--- src/rtl/float_to_pcm_pkg.sv ---
// Shared float format of the filter datapath and defaults for the PCM output stage.
package float_to_pcm_pkg;
    localparam int E_W       = 8;
    localparam int MANT_W    = 23;
    localparam int BIAS      = (1 << (E_W - 1)) - 1;
    localparam int OUT_W_DEF = 16;

    typedef struct packed {
        logic              sign;
        logic [E_W-1:0]    exp;
        logic [MANT_W-1:0] mant;
    } floatType;
endpackage

--- src/rtl/sync_fifo.sv ---
// Single-clock FIFO with wrap-bit pointers; head word is read straight from the register bank.
module sync_fifo #(
    parameter int Width = 16,
    parameter int Depth = 4
) (
    input  logic                     clk,
    input  logic                     rst,
    input  logic                     wr_en,
    input  logic [Width-1:0]         wr_data,
    input  logic                     rd_en,
    output logic [Width-1:0]         rd_data,
    output logic                     full,
    output logic                     empty,
    output logic [$clog2(Depth):0]   count
);
    localparam int AW = $clog2(Depth);

    logic [Depth-1:0][Width-1:0] mem;
    logic [AW:0]                 wr_ptr, rd_ptr;
    logic                        do_wr, do_rd;

    assign empty   = (wr_ptr == rd_ptr);
    assign full    = (wr_ptr[AW] != rd_ptr[AW]) && (wr_ptr[AW-1:0] == rd_ptr[AW-1:0]);
    assign count   = wr_ptr - rd_ptr;
    assign rd_data = mem[rd_ptr[AW-1:0]];

    // A pop frees the slot in the same edge, so a full FIFO can still accept
    assign do_rd = rd_en && !empty;
    assign do_wr = wr_en && (!full || do_rd);

    always_ff @(posedge clk) begin
        if (rst) begin
            wr_ptr <= '0;
            rd_ptr <= '0;
            mem    <= '0;
        end else begin
            if (do_wr) begin
                mem[wr_ptr[AW-1:0]] <= wr_data;
                wr_ptr              <= wr_ptr + 1'b1;
            end
            if (do_rd)
                rd_ptr <= rd_ptr + 1'b1;
        end
    end
endmodule

--- src/rtl/float_to_pcm.sv ---
// Converts filter floats to rounded, saturated Q1.(Out_w-1) PCM through a 3-stage pipe and an output FIFO.
module float_to_pcm
    import float_to_pcm_pkg::*;
#(
    parameter int Out_w = OUT_W_DEF,
    parameter int Depth = 4
) (
    input  logic             clk,
    input  logic             rst,
    input  floatType         in,
    input  logic             in_valid,
    output logic [Out_w-1:0] out,
    output logic             out_valid,
    input  logic             out_ready,
    output logic             sat,
    output logic             ovf,
    input  logic             flag_clr
);
    localparam int STAGES = 3;
    localparam int GW     = Out_w + 1;           // magnitude plus guard bit
    localparam int XW     = GW + MANT_W + 1;     // room for any in-range left shift
    localparam logic [Out_w:0] FS = (Out_w+1)'(1) << (Out_w - 1);

    logic [STAGES-1:0] vld_pipe;

    // S1: unpack and align so that bit 0 is the guard bit
    logic [XW-1:0] sig_x, shifted;
    logic [GW-1:0] mag_g_d;
    logic          big_d;
    int            t;

    always_comb begin
        sig_x   = XW'({1'b1, in.mant});
        t       = int'(in.exp) - BIAS + Out_w - MANT_W;
        shifted = '0;
        big_d   = 1'b0;
        if (in.exp != '0) begin
            if (t >= GW)
                big_d = 1'b1;
            else if (t >= 0)
                shifted = sig_x << t;
            else if (1 - t <= MANT_W + 2)
                shifted = sig_x >> (-t);
        end
        big_d   = big_d | (|shifted[XW-1:GW]);
        mag_g_d = shifted[GW-1:0];
    end

    logic          s1_sign, s1_big;
    logic [GW-1:0] s1_mag_g;

    always_ff @(posedge clk) begin
        s1_sign  <= in.sign;
        s1_big   <= big_d;
        s1_mag_g <= mag_g_d;
    end

    // S2: round half away from zero on the magnitude; sticky bits are dropped
    logic         s2_sign, s2_big;
    logic [Out_w:0] s2_mag;

    always_ff @(posedge clk) begin
        s2_sign <= s1_sign;
        s2_big  <= s1_big;
        s2_mag  <= {1'b0, s1_mag_g[GW-1:1]} + (Out_w+1)'(s1_mag_g[0]);
    end

    // S3: saturate and apply sign; -1.0 exactly fits the negative range
    logic [Out_w-1:0] pcm_d;
    logic [Out_w:0]   neg_mag;
    logic             clip_d;

    always_comb begin
        neg_mag = '0 - s2_mag;
        pcm_d   = s2_mag[Out_w-1:0];
        clip_d  = 1'b0;
        if (!s2_sign) begin
            if (s2_big || s2_mag >= FS) begin
                pcm_d  = {1'b0, {(Out_w-1){1'b1}}};
                clip_d = 1'b1;
            end
        end else if (s2_big || s2_mag > FS) begin
            pcm_d  = {1'b1, {(Out_w-1){1'b0}}};
            clip_d = 1'b1;
        end else begin
            pcm_d  = neg_mag[Out_w-1:0];
        end
    end

    logic [Out_w-1:0] s3_pcm;
    logic             s3_clip;

    always_ff @(posedge clk) begin
        s3_pcm  <= pcm_d;
        s3_clip <= clip_d;
    end

    always_ff @(posedge clk) begin
        if (rst) vld_pipe <= '0;
        else     vld_pipe <= {vld_pipe[STAGES-2:0], in_valid};
    end

    logic                    fifo_full, fifo_empty, pop, drop;
    logic [$clog2(Depth):0]  fifo_count;
    logic                    unused_count;

    sync_fifo #(.Width(Out_w), .Depth(Depth)) u_fifo (
        .clk     (clk),
        .rst     (rst),
        .wr_en   (vld_pipe[STAGES-1]),
        .wr_data (s3_pcm),
        .rd_en   (pop),
        .rd_data (out),
        .full    (fifo_full),
        .empty   (fifo_empty),
        .count   (fifo_count)
    );

    assign unused_count = ^fifo_count;
    assign out_valid    = !fifo_empty;
    assign pop          = out_valid && out_ready;
    assign drop         = vld_pipe[STAGES-1] && fifo_full && !pop;

    // A new event outranks a clear in the same cycle
    always_ff @(posedge clk) begin
        if (rst) begin
            sat <= 1'b0;
            ovf <= 1'b0;
        end else begin
            sat <= (sat && !flag_clr) || (vld_pipe[STAGES-1] && s3_clip);
            ovf <= (ovf && !flag_clr) || drop;
        end
    end
endmodule

--- config.mk ---
export PLATFORM = sky130hd
export DESIGN_NAME = float_to_pcm
export DESIGN_NICKNAME = d
export VERILOG_FILES = /design/src/rtl/float_to_pcm_pkg.sv /design/src/rtl/sync_fifo.sv /design/src/rtl/float_to_pcm.sv
export SDC_FILE = /design/constraint.sdc
export NUM_CORES = 1
export LEC_CHECK = 0
export BUFFER_PORTS_ARGS = -buffer_cell sky130_fd_sc_hd__buf_2
export CAP_MARGIN = 20
export CORE_AREA = 2 2 120 122
export DETAILED_ROUTE_END_ITERATION = 12
export DIE_AREA = 0 0 122 124
export GPL_ROUTABILITY_DRIVEN = 0
export PLACE_DENSITY = 0.84
export SETUP_SLACK_MARGIN = 0.4
export SYNTH_ARGS = -nofsm -noshare
export SYNTH_HDL_FRONTEND = slang
export SYNTH_HIERARCHICAL = 1
export SYNTH_SLANG_ARGS = --single-unit
--- constraint.sdc ---
create_clock -name clk -period 15.5 [get_ports clk]
set_input_delay 1.55 -clock clk [delete_from_list [all_inputs] [get_ports clk]]
set_output_delay 1.55 -clock clk [all_outputs]
set_load 0.005 [all_outputs]
---- After elaboration in Yosys (flattened, before gate mapping) ----
Index checks and enable logic that the tools add are counted.
storage, ports and cells
  register bits ........................... 130
  bits of input ports ..................... 37
  output and inout port bits .............. 19
  logic and storage cells ................. 80
cells by class
  $add $sub $neg .......................... 9
  order comparisons ....................... 8
  equal/unequal tests ..................... 3
  shift operators ......................... 2
  muxes and demuxes ....................... 17
  bitwise operators ....................... 2
  reductions and logical operators ........ 22
operators by type and width
  cell                                                                                   count
  41-bit 2-to-1 mux                                                                      4
  16-bit 2-to-1 mux                                                                      5
  64-bit bitwise mux                                                                     1
  24-bit by 32-bit << shifter with 41-bit output                                         1
  24-bit by 32-bit >> shifter with 41-bit output                                         1
  16-bit binary-select mux with 2-bit select                                             1
  16-bit demux with 2-bit select                                                         1
  11-bit negator with 32-bit output                                                      1
  24-bit OR reduction                                                                    1
  16-bit by 1-bit adder with 17-bit output                                               1
  17-bit by 16-bit greater-or-equal comparator with 1-bit output, second input constant  1
  17-bit by 16-bit greater-than comparator with 1-bit output, second input constant      1
  1-bit by 16-bit subtractor with 16-bit output, first input constant                    1
  12-bit by 6-bit <= comparator with 1-bit output, second input constant                 1
  2-bit by 11-bit subtractor with 12-bit output, first input constant                    1
  11-bit by 1-bit greater-or-equal comparator with 1-bit output, second input constant   1
  11-bit by 6-bit greater-or-equal comparator with 1-bit output, second input constant   1
  10-bit by 6-bit subtractor with 11-bit output, second input constant                   1
  9-bit by 6-bit adder with 10-bit output, second input constant                         1
  1-bit logical AND                                                                      10
  8-bit by 7-bit subtractor with 9-bit output, second input constant                     1
  8-bit nonzero test                                                                     1
  3-bit by 1-bit adder with 3-bit output, second input constant                          2
  2-bit by 3-bit < comparator with 1-bit output, second input constant                   2
  other kinds (10)                                                                       21

---- Longest topological paths before layout ----
  depth after elaboration ................. 11
  mapped depth ............................ 23

---- By module ----
Netlist, hierarchy kept.
modules (own cells, without submodules)
  module        instances  cells an instance  area each (sq um)
  float_to_pcm  1          720                5,639.2
  sync_fifo     1          297                3,231.8

---- Least setup slack after synthesis ----
Ideal clock, no wire load.
  kind .................................... input port to flip-flop
  start ................................... input in[23] in the netlist's numbering
  end ..................................... register s1_mag_g[1]
  arrival time ............................ 6.614 ns
  data required time ...................... 15.415 ns
  slack ................................... 8.802 ns
  cell stages on the path ................. 23
  buffers on the path ..................... 6
  path through ............................ buf_4 -> buf_2 -> inv_1 -> ha_1 -> buf_2 -> xor3_1 -> inv_2 -> buf_2 -> buf_2 -> buf_2 -> ha_1 -> nand2_1 -> a2111oi_4 -> nand2_1 -> ha_1 -> or4b_2 -> nor3_1 -> and4_1 -> o221ai_1 -> a21oi_1 -> o21ai_1 -> o31a_1 -> o31ai_2
on the way
  longest elaborated chain between the ends .. 7
  elaborated cells on any way between the ends .. 15
ends and longest elaborated chain
  item                                                                                                               RTL line                                source
  from (decl)                                                                                                        float_to_pcm.sv:10                      input floatType in,
  8-bit by 7-bit subtractor with 9-bit output                                                                        float_to_pcm.sv:34                      t = int'(in.exp) - BIAS + Out_w - MANT_W;
  9-bit by 6-bit adder with 10-bit output                                                                            float_to_pcm.sv:34
  10-bit by 6-bit subtractor with 11-bit output                                                                      float_to_pcm.sv:34
  2-bit by 11-bit subtractor with 12-bit output or 11-bit negator with 32-bit output (tied branches)                 float_to_pcm.sv:42, float_to_pcm.sv:43
  12-bit by 6-bit <= comparator with 1-bit output or 24-bit by 32-bit >> shifter with 41-bit output (tied branches)  float_to_pcm.sv:42, float_to_pcm.sv:43
  41-bit 2-to-1 mux                                                                                                  float_to_pcm.sv:42                      else if (1 - t <= MANT_W + 2)
  41-bit 2-to-1 mux                                                                                                  float_to_pcm.sv:40                      else if (t >= 0)
  to (signal assigned)                                                                                               float_to_pcm.sv:55                      s1_mag_g <= mag_g_d;
  to (decl)                                                                                                          float_to_pcm.sv:50                      logic [GW-1:0] s1_mag_g;
Several ways; a longest one is shown, not always the timed one.
A chain may end at the register's enable or synchronous reset.

---- Worst setup path after layout ----
Ends and elaborated chain as after synthesis.

==> flow_summary.toml <==
[synthesis]
syn_area_mm2 = 0.008835
yosysWarnings = 6
syn_inst = 1013
syn-num-nets = 1071
synth.avg_cell_area_um2 = 8.721

[timing]
grt_setup_unrepaired = "no"
setup_viol = 0
clock_skew_ns = 0.008680
fmax_mhz = 130.5
fin_crit_sh = 0.4944
slew_headroom = 0.2954
fin_setup_tns_ns = 0
hold_viol_final = 0
slew_viol_final = 0
worstMarginPinSlew_ns = 1.057
worst_slack_ns = 7.836
period_needed_ns = 7.664

[worst_setup_path]
cp.arrival_ns = 7.99
r2r_start = "u_fifo/rd_ptr[1]"
crit_type = "input pin to flop"
crit_path_max_fanout = 66
r2r_setup_slack_ns = 11.80
r2r-end = "u_fifo/wr_ptr[2]"
cp-start-kind = "input pin"
worstSetupEndpointType = "flop"
required_ns = 15.83
reg2reg_depth = 8

[floorplan]
coreArea_mm2 = 0.01372
fp.dieW_um = 122
die-area_mm2 = 0.01513
die_height_um = 124
start_util = 0.6440
rows = 43
pin_count = 56

[route]
drt_iter0_drc = 741
wl_met3_um = 1408
wl_per_cell_um = 18.96
wl_um = 23240
final_antenna_net_count = 0
drt_pre_antenna_iters = 7
drc = 0
dr_wl_met2_um = 11620
met1_length_um = 9215
vias = 8047
routed.top_layer = "met4"
viasPerCell = 6.564

[grt]
track_usage = 0.3131
grt_pass1_wl_um = 37380
antenna_found_initial = 0
grt_max_degree = 67
grt_overflow = 0
grt_pass1_vias = 7515

[clock_tree]
cts_resized = 0
worstSkewPairLatency_ns = 0.42
cts_buffer_depth = 2
cts_tree = "done"
cts_hold_buf = 0
clock_sinks = 130
cts-root-buf = "clkbuf_16"
h-tree-depth = 4
path_clk_slew_ns = 0.06
cts_setup_buffers = 0
cts_buffers = 17

[pwr]
p_leak_uw = 0.003967
p_per_area_mw_per_mm2 = 98.94
p_total_uw = 953.4
vdd_drop_max_mv = 0.09015

[min_path]
min_to = "s2_sign"
holdPathStages = 0
hold_path.class = "flop to flop"
min_from = "s1_sign"

[placement]
port_buffers = 55
dp_hpwl_um = 15660
preCtsSetupSlack_ns = 7.544

[finish]
syn_to_final_growth_pct = 9.078
n_fill_cell = 1021
finalNetCount = 1091
drive_above_1_share = 0.1759
postLayoutCoreUtil = 0.7024
multi_input_area_mm2 = 0.005819
diodes = 0
regArea_mm2 = 0.002603

[flow_run]
drv_cap = 0

[outcome]
status = "finished, final reports clean"
==> registers in the layout, summed over array words and instances, names as in the netlist <==
register and count:
ovf 1, s1_big 1, s1_mag_g 17, s1_sign 1, s2_big 1, s2_mag 17
s2_sign 1, s3_clip 1, s3_pcm 16, sat 1, u_fifo/mem 64, u_fifo/rd_ptr 3
u_fifo/wr_ptr 3, vld_pipe 3
==> per-layer routing <==
layer | vias to the layer above | global-route usage
met4 | 0 | 0.1602
met1 | 3835 | 0.3679
met2 | 347 | 0.5482
li1 | 3786 | -
met5 | - | 0
met3 | 79 | 0.05723
==> worst max-delay path by stage <==
stage | startpoint | end | slack (ns)
after CTS | in[23] | s1_mag_g[1] | 7.96
after global routing | in[23] | s1_mag_g[1] | 7.33
after detailed placement | in[23] | s1_mag_g[1] | 7.54
after global placement | in[23] | s1_mag_g[1] | 7.77
after floorplan | in[23] | s1_mag_g[1] | 8.80
final | in[23] | s1_mag_g[1] | 7.84
==> worst max-delay path: stages <==
cell	delay [ns]
buf_2	0.08
buf_4	0.67
inv_1	0.29
ha_1	0.41
xor3_1	0.74
inv_2	0.52
ha_1	0.30
nand2_1	0.13
a2111oi_4	0.61
nand2_1	0.16
ha_1	0.25
or4b_2	0.62
nor3_1	0.56
and4_1	0.29
o221ai_1	0.10
a21oi_1	0.15
o21ai_1	0.07
o31a_1	0.31
o31ai_2	0.17
==> power by group <==
| part | internal, uW | leakage [uW] | switching (uW) |
|---|---|---|---|
| combinational | 85.8 | 0.00266 | 153 |
| sequential | 347 | 0.00106 | 8.22 |
| clock | 206 | 0.000251 | 153 |
| total | 639 | 0.00397 | 314 |
==> final cells by class <==
type	count	share of cell area
inverter	27	0.01052
multi-input combinational	792	0.6039
clock inverter	13	0.01091
timing repair buffer	65	0.03635
tap	180	0.02337
sequential	130	0.2701
clock buffer	19	0.04492
==> cell usage in the layout (no fill, tap or decap), types with 5 or more instances in the layout <==
master / count
nor3_1: 32
a31oi_1: 9
o21a_1: 5
o22ai_1: 9
nand3_1: 30
inv_1: 24
and2_1: 10
clkbuf_16: 17
o311ai_0: 12
a211oi_1: 6
buf_2: 55
o31ai_1: 8
buf_4: 10
nor4_1: 6
mux2i_1: 91
mux2_2: 14
o211ai_1: 6
xnor2_1: 16
or3_1: 7
a21oi_1: 54
o21ai_0: 44
nor2b_1: 11
clkinv_4: 5
nor2_1: 65
mux4_2: 36
and4_1: 5
ha_1: 21
or3_4: 5
and3_1: 5
nand4_1: 14
dfxtp_1: 130
o21ai_1: 6
xor2_1: 11
nand2_1: 168
==> stage by stage <==
| stage | hold WS (ns) | std cells | cell area [um2] |
|---|---|---|---|
| final | 0.3249 | 1226 | 9637 |
| after global routing | 0.3324 | 1226 | 9637 |
| after CTS | 0.3275 | 1226 | 9637 |
| after detailed placement | 0.3143 | 1194 | 9099 |
| after global placement | 0.3104 | 1194 | 9099 |
| after floorplan | 0.3096 | 1013 | 8835 |
No activity file was read; power rests on OpenSTA's default activity.
